`config.mk`:
```
export PLATFORM = sky130hd
export DESIGN_NAME = div_seq
export DESIGN_NICKNAME = d
export VERILOG_FILES = /design/src/rtl/div_seq_pkg.sv /design/src/rtl/div_seq_div_step.sv /design/src/rtl/div_seq.sv
export SDC_FILE = /design/constraint.sdc
export NUM_CORES = 1
export LEC_CHECK = 0
export ABC_AREA = 1
export CAP_MARGIN = 20
export CORE_UTILIZATION = 55
export DETAILED_ROUTE_END_ITERATION = 6
export GPL_TIMING_DRIVEN = 0
export PLACE_DENSITY = 0.85
export SYNTH_ARGS = -nofsm -noshare
export SYNTH_HDL_FRONTEND = slang
export SYNTH_SLANG_ARGS = --single-unit
```
`constraint.sdc`:
```
create_clock -name clk -period 1.95 [get_ports clk]
set_input_delay 0.2925 -clock clk [delete_from_list [all_inputs] [get_ports clk]]
set_output_delay 0.2925 -clock clk [all_outputs]
set_load 0.01 [all_outputs]
```
`src/rtl/div_seq_pkg.sv`:
```
// Shared types for the iterative RV32M divider: op encoding, FSM states,
// the M-extension slice of the ALU op bundle and small op-decode helpers.
package div_seq_pkg;

    localparam int XLEN_DEF = 32;

    typedef enum logic [1:0] {
        DIV  = 2'd0,
        DIVU = 2'd1,
        REM  = 2'd2,
        REMU = 2'd3
    } div_op_t;

    typedef enum logic [1:0] {
        IDLE = 2'd0,
        CALC = 2'd1,
        FIX  = 2'd2,
        DONE = 2'd3
    } div_state_t;

    // Divide fields of the decoded ALU op; decode sets exactly one of these
    // for funct3[2]=1 M-extension instructions.
    typedef struct packed {
        logic div;
        logic divu;
        logic rem;
        logic remu;
    } aluop_t;

    // DIV and REM treat operands as two's complement; bit 0 of the op marks unsigned.
    function automatic logic op_is_signed(div_op_t op);
        return ~op[0];
    endfunction

    // REM and REMU return the remainder; bit 1 of the op selects it.
    function automatic logic op_is_rem(div_op_t op);
        return op[1];
    endfunction

    // Map the one-hot decode fields onto the divider op code.
    function automatic div_op_t aluop_to_div_op(aluop_t a);
        div_op_t op;
        op = DIV;
        if (a.divu)      op = DIVU;
        else if (a.rem)  op = REM;
        else if (a.remu) op = REMU;
        return op;
    endfunction

endpackage

```
`src/rtl/div_seq_div_step.sv`:
```
// One restoring-division step: shift {rem, quo} left by one, try to subtract
// the divisor from the partial remainder, keep the difference if it did not
// go negative and shift the success bit into the quotient.
module div_seq_div_step #(
    parameter int XLEN = 32
) (
    input  logic [XLEN-1:0] i_rem,
    input  logic [XLEN-1:0] i_quo,
    input  logic [XLEN-1:0] i_divisor,
    output logic [XLEN-1:0] o_rem,
    output logic [XLEN-1:0] o_quo
);

    logic [XLEN:0]   w_shift;
    logic [XLEN+1:0] w_trial;
    logic            w_ge;
    logic [XLEN:0]   w_sel;
    logic            w_unused_top;

    // The shifted remainder can reach XLEN+1 bits; one more bit holds the borrow.
    assign w_shift = {i_rem, i_quo[XLEN-1]};
    assign w_trial = {1'b0, w_shift} - {2'b00, i_divisor};
    assign w_ge    = ~w_trial[XLEN+1];

    // Whichever value is kept is below the divisor, so its top bit is always zero.
    assign w_sel        = w_ge ? w_trial[XLEN:0] : w_shift;
    assign w_unused_top = w_sel[XLEN];

    assign o_rem = w_sel[XLEN-1:0];
    assign o_quo = {i_quo[XLEN-2:0], w_ge};

endmodule

```
`src/rtl/div_seq.sv`:
```
// Iterative radix-2 restoring divider for DIV/DIVU/REM/REMU. Runs on
// magnitudes, fixes signs in a final cycle, and resolves divide-by-zero and
// signed overflow immediately at start. A flush in any state abandons the op.
module div_seq
    import div_seq_pkg::*;
#(
    parameter int XLEN = XLEN_DEF
) (
    input  logic            clk,
    input  logic            i_reset,
    input  logic            i_div_start,
    input  logic [1:0]      i_div_op,
    input  logic [XLEN-1:0] i_div_a,
    input  logic [XLEN-1:0] i_div_b,
    input  logic            i_div_flush,
    output logic            o_div_busy,
    output logic            o_div_done,
    output logic [XLEN-1:0] o_div_result
);

    localparam int CNT_W = $clog2(XLEN) + 1;
    localparam logic [XLEN-1:0] MOST_NEG = {1'b1, {(XLEN-1){1'b0}}};

    div_state_t      r_state,   w_state_next;
    logic            r_is_rem,  w_is_rem_next;
    logic            r_neg_q,   w_neg_q_next;
    logic            r_neg_r,   w_neg_r_next;
    logic [XLEN-1:0] r_rem,     w_rem_next;
    logic [XLEN-1:0] r_quo,     w_quo_next;
    logic [XLEN-1:0] r_divisor, w_divisor_next;
    logic [XLEN-1:0] r_result,  w_result_next;
    logic [CNT_W-1:0] r_cnt,    w_cnt_next;

    div_op_t         w_op;
    logic            w_signed;
    logic            w_sign_a;
    logic            w_sign_b;
    logic [XLEN-1:0] w_abs_a;
    logic [XLEN-1:0] w_abs_b;
    logic            w_b_zero;
    logic            w_ovf;
    logic [XLEN-1:0] w_step_rem;
    logic [XLEN-1:0] w_step_quo;

    // Operand decode for the start cycle: signs and magnitudes, special cases.
    assign w_op     = div_op_t'(i_div_op);
    assign w_signed = op_is_signed(w_op);
    assign w_sign_a = w_signed & i_div_a[XLEN-1];
    assign w_sign_b = w_signed & i_div_b[XLEN-1];
    assign w_abs_a  = w_sign_a ? -i_div_a : i_div_a;
    assign w_abs_b  = w_sign_b ? -i_div_b : i_div_b;
    assign w_b_zero = (i_div_b == '0);
    assign w_ovf    = w_signed & (i_div_a == MOST_NEG) & (i_div_b == '1);

    div_seq_div_step #(
        .XLEN(XLEN)
    ) u_step (
        .i_rem     (r_rem),
        .i_quo     (r_quo),
        .i_divisor (r_divisor),
        .o_rem     (w_step_rem),
        .o_quo     (w_step_quo)
    );

    // Next-state and datapath updates; a flush overrides every state.
    always_comb begin
        w_state_next   = r_state;
        w_is_rem_next  = r_is_rem;
        w_neg_q_next   = r_neg_q;
        w_neg_r_next   = r_neg_r;
        w_rem_next     = r_rem;
        w_quo_next     = r_quo;
        w_divisor_next = r_divisor;
        w_result_next  = r_result;
        w_cnt_next     = r_cnt;
        if (i_div_flush) begin
            w_state_next = IDLE;
        end else begin
            case (r_state)
                IDLE: begin
                    if (i_div_start) begin
                        w_is_rem_next  = op_is_rem(w_op);
                        w_neg_q_next   = w_sign_a ^ w_sign_b;
                        w_neg_r_next   = w_sign_a;
                        w_divisor_next = w_abs_b;
                        if (w_b_zero) begin
                            w_result_next = op_is_rem(w_op) ? i_div_a : '1;
                            w_state_next  = DONE;
                        end else if (w_ovf) begin
                            w_result_next = op_is_rem(w_op) ? '0 : MOST_NEG;
                            w_state_next  = DONE;
                        end else begin
                            w_rem_next   = '0;
                            w_quo_next   = w_abs_a;
                            w_cnt_next   = CNT_W'(XLEN);
                            w_state_next = CALC;
                        end
                    end
                end
                CALC: begin
                    w_rem_next = w_step_rem;
                    w_quo_next = w_step_quo;
                    w_cnt_next = r_cnt - 1'b1;
                    if (r_cnt == CNT_W'(1)) begin
                        w_state_next = FIX;
                    end
                end
                FIX: begin
                    if (r_is_rem) begin
                        w_result_next = r_neg_r ? -r_rem : r_rem;
                    end else begin
                        w_result_next = r_neg_q ? -r_quo : r_quo;
                    end
                    w_state_next = DONE;
                end
                DONE: begin
                    w_state_next = IDLE;
                end
                default: begin
                    w_state_next = IDLE;
                end
            endcase
        end
    end

    // State and datapath registers with synchronous reset.
    always_ff @(posedge clk) begin
        if (i_reset) begin
            r_state   <= IDLE;
            r_is_rem  <= 1'b0;
            r_neg_q   <= 1'b0;
            r_neg_r   <= 1'b0;
            r_rem     <= '0;
            r_quo     <= '0;
            r_divisor <= '0;
            r_result  <= '0;
            r_cnt     <= '0;
        end else begin
            r_state   <= w_state_next;
            r_is_rem  <= w_is_rem_next;
            r_neg_q   <= w_neg_q_next;
            r_neg_r   <= w_neg_r_next;
            r_rem     <= w_rem_next;
            r_quo     <= w_quo_next;
            r_divisor <= w_divisor_next;
            r_result  <= w_result_next;
            r_cnt     <= w_cnt_next;
        end
    end

    // Busy covers the accepted start cycle so the pipeline stalls immediately.
    assign o_div_busy   = (r_state != IDLE) | (i_div_start & ~i_div_flush);
    assign o_div_done   = (r_state == DONE) & ~i_div_flush;
    assign o_div_result = r_result;

    // The requester is stalled while busy, so a start outside IDLE is a protocol bug.
    a_no_start_when_busy: assert property (@(posedge clk) disable iff (i_reset)
        !(i_div_start && (r_state != IDLE)));

endmodule

```
==> results.sh <==
export IMPL_status="complete, but fails checks"
export IMPL_violations="design-rule violations, negative setup slack"
export IMPL_tritoncts="yes"
export IMPL_final_setup_skew_ns=0.0178
export IMPL_antenna_found_initial=2
export IMPL_first_global_vias=16000
export IMPL_seq_area_frac_synth_pct=21.2
export IMPL_wl_met1_mm=23.1
export IMPL_synth_area_um2=13100
export IMPL_post_dp_hpwl_mm=40.8
export IMPL_post_route_min_period_ns=2.47
export IMPL_synth_ff_type="dfxtp_1"
export IMPL_min_path_cells=3
export IMPL_postCtsHoldBufs=0
export IMPL_nets=2753
export IMPL_met2WireLength_mm=26.4
export IMPL_multiInputGateArea_um2=11000
export IMPL_syn_instance_count=2402
export IMPL_detail_route_antenna_nets=0
export IMPL_dr_pass1_iters=7
export IMPL_rsz0062_at_grt="yes"
export IMPL_max_vdd_ir_drop_mv=0.523
export IMPL_grt_pass1_wl_mm=85.1
export IMPL_crit_arrival_ns=2.82
export IMPL_syn_to_final_growth_pct=44.2
export IMPL_startpoint_type="flop"
export IMPL_core_area_um2=23500
export IMPL_slew_limit_headroom_pct=23.9
export IMPL_port_buffers=102
export IMPL_dp_slack_ns=-1.40
export IMPL_top_layer="met5"
export IMPL_avgSynthCellArea_um2=5.47
export IMPL_path_clk_slew_ns=0.07
export IMPL_h_tree_depth=4
export IMPL_setup_viol=99
export IMPL_rows=56
export IMPL_design_area_um2=18900
export IMPL_die_y_um=157
export IMPL_yosysUniqueCellTypes=41
export IMPL_p_per_area_nw_per_um2=528
export IMPL_grt_max_degree=17
export IMPL_place_area_um2=14600
export IMPL_routed_via_density=6.33
export IMPL_place_congestion=1.05
export IMPL_maxSlewViolCount=0
export IMPL_die_area_um2=24500
export IMPL_layout_common_cells="589 x nand2_1, 278 x inv_1, 244 x nor2_1"
export IMPL_reg2regPathDepth=16
export IMPL_clock_sinks=139
export IMPL_ys_ff_latch=139
export IMPL_holdCritPathClass="primary input to flop"
export IMPL_ff_latch_area_um2=2910
export IMPL_ios=104
export IMPL_vias=18800
export IMPL_final_layout_size_suffix_gt1_share_pct=29.1
export IMPL_post_drt_wl_per_cell_um=22.0
export IMPL_crit_path_end_kind="flop"
export IMPL_wl_mm=65.4
export IMPL_overflow=0
export IMPL_gr_usage_all_layers_pct=45.7
export IMPL_crit_required_ns=2.29
export IMPL_die_w_um=157
export IMPL_layout_commonest_cell="nand2_1"
export IMPL_critical_path_class="flop to flop"
export IMPL_cts_buffers=17
export IMPL_leakage_nw=9.00
export IMPL_yosys_warnings=0
export IMPL_hold_viol=0
export IMPL_r2r_slack_ns=-0.52
export IMPL_drc=57
export IMPL_floorplan_initialDensity_pct=55.9
export IMPL_period_share_pct=127
export IMPL_timing_fmax_mhz=404
export IMPL_path_max_fanout=8
export IMPL_syn_num_nets=2516
export IMPL_async_flop_share_pct=0
export IMPL_tightest_slew_ns=1.14
export IMPL_cts_root_buffer="clkbuf_16"
export IMPL_wl_met3_mm=10.1
export IMPL_clock_path_buffers=2
export IMPL_drtIter0Drc=3332
export IMPL_drv_cap=0
export IMPL_clk_latency_ns=0.46
export IMPL_setup_ws_ns=-0.524
export IMPL_synth_edf_count=0
export IMPL_num_fill_cells=1609
[path summary, 6_finish.rpt]
kind,to,from
setup / recovery,r_rem[7],r_rem[1]
hold / removal,r_divisor[23],i_div_b[23]
setup reg to reg,r_rem[7],r_rem[1]
hold reg to reg,o_div_result[3],o_div_result[3]
[worst max-delay path, stage by stage (launching register included)]
cell     delay (ns)
dfxtp_2        0.41
ha_4           0.24
nand2_1        0.09
nand2_1        0.09
nand2_2        0.09
nand2_2        0.05
nand2_2        0.07
nand3_4        0.10
nand2_4        0.10
nand2_4        0.07
nand2_4        0.09
nand2_8        0.13
buf_6          0.16
buf_8          0.14
nand2_4        0.13
nand3_2        0.13
a21oi_2        0.26
[final cells by class]
class,instances,share of cell area (%)
diodes,2,0.0264
flip-flops and latches,139,15.3
multi-input cells,1838,58.3
well taps,319,2.11
clock buffers,19,2.39
plain buffers,82,3.04
inverters,339,7.02
clock inverters,13,0.701
repair buffers,222,11.0
[metrics by stage]
step	instances	TNS [ns]	total power [mW]	util [%]	hold WS [ns]
6_report	2973	-12.51	10.0	80.6	0.272
5_1_grt	2971	-16.58	10.2	80.6	0.319
4_1_cts	2929	-3.31	9.03	73.2	0.311
3_5_place_dp	2823	-131.06	5.38	62.0	0.460
3_3_place_gp	2823	-129.82	5.35	62.0	0.456
2_1_floorplan	2402	0	4.57	-	0.445
[logic make-up after synthesis]
group                    after synthesis  synth area share, %
AND/OR/NAND/NOR                     1373                 43.3
buffers and inverters                425                 12.6
AO/OA/AOI/OAI                        362                 14.7
flip-flops                           139                 21.2
XOR/XNOR                              59                 3.94
adder cells (fa/ha/maj)               44                 4.25
[routing by layer]
layer / GRT usage (%) / vias up
li1: - / 8116
met1: 59.2 / 8483
met2: 68.9 / 1651
met3: 13.4 / 553
met4: 22.5 / 4
met5: 0 / -
[repair_timing]
item	in CTS	in global routing
gates resized for setup	467	457
endpoints found under the setup margin	141	119
pin swaps	70	112
cloned	8	5
setup buffers	67	48
[synthesized netlist by cell type (4+ instances only)]
cell type,n,area [µm²]
o221ai_1,6,52.6
a21oi_1,158,791
o211ai_1,18,135
ha_1,43,538
buf_2,19,95.1
buf_6,5,56.3
nand3_2,7,70.1
dfxtp_1,139,2780
buf_1,8,30.0
nor2_2,7,43.8
inv_1,333,1250
o21ai_0,143,716
nor3_1,23,115
nor2_4,4,45.0
inv_2,6,22.5
nor2_1,323,1210
xor2_1,31,272
and2_1,8,50.1
xnor2_1,28,245
nand2_1,737,2770
nand3_1,219,1100
clkbuf_1,54,203
o21ai_1,21,105
or2_2,5,31.3
nand4_1,24,150
nand3b_1,4,30.0
nand2_2,5,31.3
[flip-flops by register name, summed over array words and instances, names as in the netlist]
| register | cells |
|---|---|
| r_state | 2 |
| r_quo | 32 |
| o_div_result | 32 |
| r_neg_q | 1 |
| r_is_rem | 1 |
| r_neg_r | 1 |
| r_cnt | 6 |
| r_divisor | 32 |
| r_rem | 32 |
[power breakdown]
group	internal (mW)	switching, mW
registers	2.92	0.132
logic	1.24	2.29
clock network	1.86	1.57
total	6.01	3.99
No activity file was read; power rests on OpenSTA's default activity.
